File: config.mk
export PLATFORM = sky130hd
export DESIGN_NAME = fetch_seq_ctrl
export DESIGN_NICKNAME = d
export VERILOG_FILES = /design/src/rtl/fetch_seq_ctrl.sv
export SDC_FILE = /design/constraint.sdc
export NUM_CORES = 1
export LEC_CHECK = 0
export BUFFER_PORTS_ARGS = -buffer_cell sky130_fd_sc_hd__buf_2
export CAP_MARGIN = 10
export CORE_UTILIZATION = 40
export CTS_CLUSTER_DIAMETER = 30
export DETAILED_ROUTE_END_ITERATION = 10
export PLACE_DENSITY = 0.69
export SYNTH_ARGS = -nofsm -noshare
export SYNTH_HDL_FRONTEND = slang
export SYNTH_SLANG_ARGS = --single-unit
File: constraint.sdc
create_clock -name Clk -period 1.9 [get_ports Clk]
set_clock_uncertainty 0.2 [all_clocks]
set_input_delay 0.57 -clock Clk [delete_from_list [all_inputs] [get_ports Clk]]
set_output_delay 0.57 -clock Clk [all_outputs]
set_load 0.05 [all_outputs]
File: src/rtl/fetch_seq_ctrl.sv
// Instruction fetch sequencer: PC register plus a FETCH/HOLD/DRAIN control FSM.
// Optional EXC_REDIRECT_EN adds the ExcReq port and a top-priority jump to EXC_PC.
module fetch_seq_ctrl #(
  parameter logic [31:0] RESET_PC = 32'h00003000,
  parameter logic [31:0] EXC_PC   = 32'h00004180
) (
  input  logic        Clk,
  input  logic        Rst,
  input  logic        Stall,
  input  logic        BrTaken,
  input  logic [31:0] BrTarget,
  input  logic        JmpEn,
  input  logic [31:0] JmpTarget,
`ifdef EXC_REDIRECT_EN
  input  logic        ExcReq,
`endif
  input  logic        IAck,
  output logic        IReq,
  output logic [31:0] IAddr,
  output logic        IValid,
  output logic [31:0] PC,
  output logic [1:0]  StateDbg
);

  typedef enum logic [1:0] {
    ST_FETCH = 2'd0,
    ST_HOLD  = 2'd1,
    ST_DRAIN = 2'd2
  } state_e;

  state_e      state_q, state_d;
  logic [31:0] pc_q, pc_d;
  logic [31:0] pend_q, pend_d;
  logic        redir;
  logic [31:0] redir_tgt_raw;
  logic [31:0] redir_tgt;
  logic [31:0] pc_inc;

`ifdef EXC_REDIRECT_EN
  assign redir         = ExcReq | JmpEn | BrTaken;
  assign redir_tgt_raw = ExcReq ? EXC_PC : (JmpEn ? JmpTarget : BrTarget);
`else
  logic unused_exc_pc;
  assign unused_exc_pc = ^EXC_PC;
  assign redir         = JmpEn | BrTaken;
  assign redir_tgt_raw = JmpEn ? JmpTarget : BrTarget;
`endif

  // Targets are word aligned before reaching PC or the pending register.
  assign redir_tgt = {redir_tgt_raw[31:2], 2'b00};
  assign pc_inc    = pc_q + 32'd4;

  always_ff @(posedge Clk) begin
    if (Rst) begin
      state_q <= ST_FETCH;
      pc_q    <= RESET_PC;
      pend_q  <= 32'd0;
    end else begin
      state_q <= state_d;
      pc_q    <= pc_d;
      pend_q  <= pend_d;
    end
  end

  always_comb begin
    state_d = state_q;
    pc_d    = pc_q;
    pend_d  = pend_q;
    unique case (state_q)
      ST_FETCH: begin
        if (IAck) begin
          if (redir) begin
            pc_d = redir_tgt;
          end else if (!Stall) begin
            pc_d = pc_inc;
          end else begin
            state_d = ST_HOLD;
          end
        end else if (redir) begin
          pend_d  = redir_tgt;
          state_d = ST_DRAIN;
        end
      end
      ST_HOLD: begin
        if (redir) begin
          pc_d    = redir_tgt;
          state_d = ST_FETCH;
        end else if (!Stall) begin
          pc_d    = pc_inc;
          state_d = ST_FETCH;
        end
      end
      ST_DRAIN: begin
        // The outstanding word is thrown away; the newest redirect wins.
        if (IAck) begin
          pc_d    = redir ? redir_tgt : pend_q;
          state_d = ST_FETCH;
        end else if (redir) begin
          pend_d = redir_tgt;
        end
      end
      default: state_d = ST_FETCH;
    endcase
  end

  always_comb begin
    IReq     = !Rst && (state_q != ST_HOLD);
    IValid   = !Rst && (state_q == ST_FETCH) && IAck && !redir;
    IAddr    = pc_q;
    PC       = pc_q;
    StateDbg = state_q;
  end

endmodule

==> results.ini <==
[worst_setup_path]
critPathMaxFanout = 5
critPathMaxStageDelay_ps = 560
reg2reg_depth = 7
crit_slowest_cell = a222oi_1
critPathKind = register to register
r2r_slack_ps = -240
crit_family = compound AO/OA/AOI/OAI gates
r2r_start = StateDbg[1]
crit_arrival_ps = 2160
start_kind = register
crit_path_end_kind = register
path_common_cell = buf_6
path_cells = buf_6, nor4b_4, buf_4, buf_6, a222oi_1, o41a_1, o22ai_1
required_ps = 1930
worst-path-buf-inv = 3
critical_path.startpoint = StateDbg[1]
r2r_end = IAddr[15]

[run_status]
status = finished, violations left
violations = negative setup slack

[layout]
seq_area_sq_um = 1405
fin_nets = 756
area_growth_syn_to_layout_pct = 58.18
multi_input_area_sq_um = 2509
fillerInstances = 767
finish.instance_area_sq_um = 6228
drive_gt1_share_pct = 52.90
finalNonFillerCells = 819
n_antenna_cell = 0

[global_routing]
antenna_found_initial = 0
grt_overflow = 0
grt_max_degree = 31
grt_pass1_wl_um = 23540
grt.total_usage_pct = 29.45
grt_pass1_vias = 4693

[sta]
fin_crit_sh_pct = 112.5
finalHoldViolations = 0
max_slew_margin_pct = 52.45
finalMaxSlewViolations = 0
period_minus_slack_ps = 2137
worstMarginPinSlew_ps = 713.2
setup_viol = 32
worst_slack_ps = -236.6
fmax_mhz = 468.0
rsz0062_at_grt = yes
holdWs_ps = 279.7

[clock_tree]
h-tree-depth = 3
clk_path_buf_depth = 2
numClockSinks = 66
cts_tree = built
cts.clk_slew.worst_paths_ps = 80
cts-root-buf = clkbuf_8
clk_latency_ps = 350
cts_buffers = 9

[floorplanning]
ioPinCount = 138
coreArea_sq_um = 9371
start_util_pct = 42.02
dieArea_sq_um = 10240
die_h_um = 101.2
rows = 35
die_w_um = 101.2

[synthesis]
ys_ff_latch = 66
ys_top_cells_by_count = 66 x dfxtp_1, 60 x nor2_1, 32 x buf_4, 31 x o22ai_1, 28 x a21oi_1
yosysSeqAreaShare_pct = 33.56
synth_enable_flop_cells = 0
syn_inst = 485
yosys-top-cells-area = dfxtp_1 34%, a222oi_1 6.1%, buf_4 6.1%
synth.most_common_cell = dfxtp_1
synthesis.nets = 556
yosysWarnings = 0
syn-cell-area_sq_um = 3938
netlist-cell-type-count = 61
synth_top_area_share_pct = 33.56
synthArstFlopShare_pct = 0
synth_area_leader_cell = dfxtp_1
synth_ff_type = dfxtp_1
syn_area_per_cell_sq_um = 8.119

[power_and_ir_drop]
vdd_drop_max_v = 0.0003622
leakage_nw = 2.652
power_density_nw_per_um2 = 693.8
power.total_mw = 4.322

[worst_hold_path]
hold_start = IAddr[0]
min_delay_path_depth = 2
hp-class = register to register
holdPathEnd = IAddr[0]

[placement]
gp_congestion = 0.9061
place_area_sq_um = 5324
dp_slack_ps = -418.2
portBuffers = 133
hpwl_um = 10390
placed_cells = 774

[drt]
firstDrtPassIters = 7
wl_per_cell_um = 19.17
via_per_inst = 6.284
vias = 5147
drcViolationCount = 0
wirelength_um = 15700
drt-initial-drc-count = 535
antenna_left = 0

[run]
maxCapViolations = 0

through the flow:
step           utilization [%]  setup TNS, ps
2_1_floorplan                -          -1400
3_3_place_gp             56.81         -15130
3_5_place_dp             56.81         -17340
4_1_cts                  63.23          -1137
5_1_grt                  66.46          -5092
6_report                 66.46          -3291
report_power, final:
part           total, mW  switching (mW)  internal [mW]
clock network       1.41           0.593          0.819
registers           1.57          0.0947           1.47
logic               1.34           0.825          0.517
total               4.32            1.51           2.81
cell families (layout without fill, tap and decap cells):
family,after synthesis,after routing,synth area share (%)
AO/OA/AOI/OAI,178,178,33.08
buffers and inverters,78,283,11.95
AND/OR/NAND/NOR,156,156,19.54
flip-flops,66,66,33.56
adder cells (fa/ha/maj),1,1,0.3177
multiplexers,6,6,1.557
metal layers:
metal | global-route usage [%] | up-vias | wire, um
li1 | - | 2283 | -
met1 | 39.16 | 2425 | 6269
met2 | 47.62 | 386 | 7455
met3 | 4.624 | 53 | 1549
met4 | 12.37 | 0 | 422
met5 | 0 | - | 0
layout make-up:
class	instances	area share (%)
Clock inverter	6	1.406
Tap cell	129	2.591
Timing Repair Buffer	261	30.37
Inverter	6	0.4018
Clock buffer	10	2.391
Multi-Input combinational cell	341	40.28
Sequential cell	66	22.56
sequential cells by signal, indices dropped and copies added (netlist names):
signal,flops
IAddr,32
StateDbg,2
pend_q,32
worst max path at each step:
| stage | end | slack [ps] | depth (start not counted) |
|---|---|---|---|
| after floorplan | IValid | -230 | 3 |
| after global placement | IAddr[6] | -390 | 7 |
| after detailed placement | IAddr[15] | -420 | 7 |
| after CTS | IValid | -260 | 5 |
| after global routing | IValid | -250 | 5 |
| final | IAddr[15] | -240 | 7 |
worst reg2reg max path, cell delays in order (launching register included):
cell      delay [ps]
dfxtp_4          370
buf_6            130
nor4b_4          130
buf_4            160
buf_6            130
a222oi_1         560
o41a_1           290
o22ai_1           70
cell usage in the layout (no fill, tap or decap), types with 4 or more instances in the layout:
| cell type | Yosys | layout |
|---|---|---|
| nand3_1 | 12 | 9 |
| a21oi_1 | 28 | 20 |
| nor2_2 | 0 | 4 |
| o31ai_1 | 4 | 4 |
| nor3_1 | 10 | 6 |
| o21ai_1 | 1 | 7 |
| nor2_1 | 60 | 53 |
| clkbuf_8 | 3 | 9 |
| buf_6 | 2 | 32 |
| mux2i_1 | 5 | 5 |
| o41ai_2 | 0 | 4 |
| a21oi_2 | 0 | 7 |
| o22ai_1 | 31 | 31 |
| buf_12 | 0 | 4 |
| inv_1 | 5 | 4 |
| a22o_1 | 4 | 4 |
| buf_2 | 6 | 108 |
| clkbuf_4 | 1 | 12 |
| a222oi_1 | 24 | 24 |
| dfxtp_2 | 0 | 7 |
| and3_1 | 4 | 4 |
| dfxtp_1 | 66 | 39 |
| a22oi_1 | 14 | 14 |
| buf_4 | 32 | 102 |
| a211oi_1 | 25 | 24 |
| nand2_1 | 27 | 24 |
| dfxtp_4 | 0 | 20 |
| nand4_1 | 13 | 13 |
what timing repair did:
action	4_1_cts	5_1_grt
gates resized for setup	60	74
endpoints found under the setup margin	31	54
hold buffers	0	0
pin swaps	30	29
gates cloned	2	4
buffers inserted	21	4
Power figures use the tool's default switching activity.
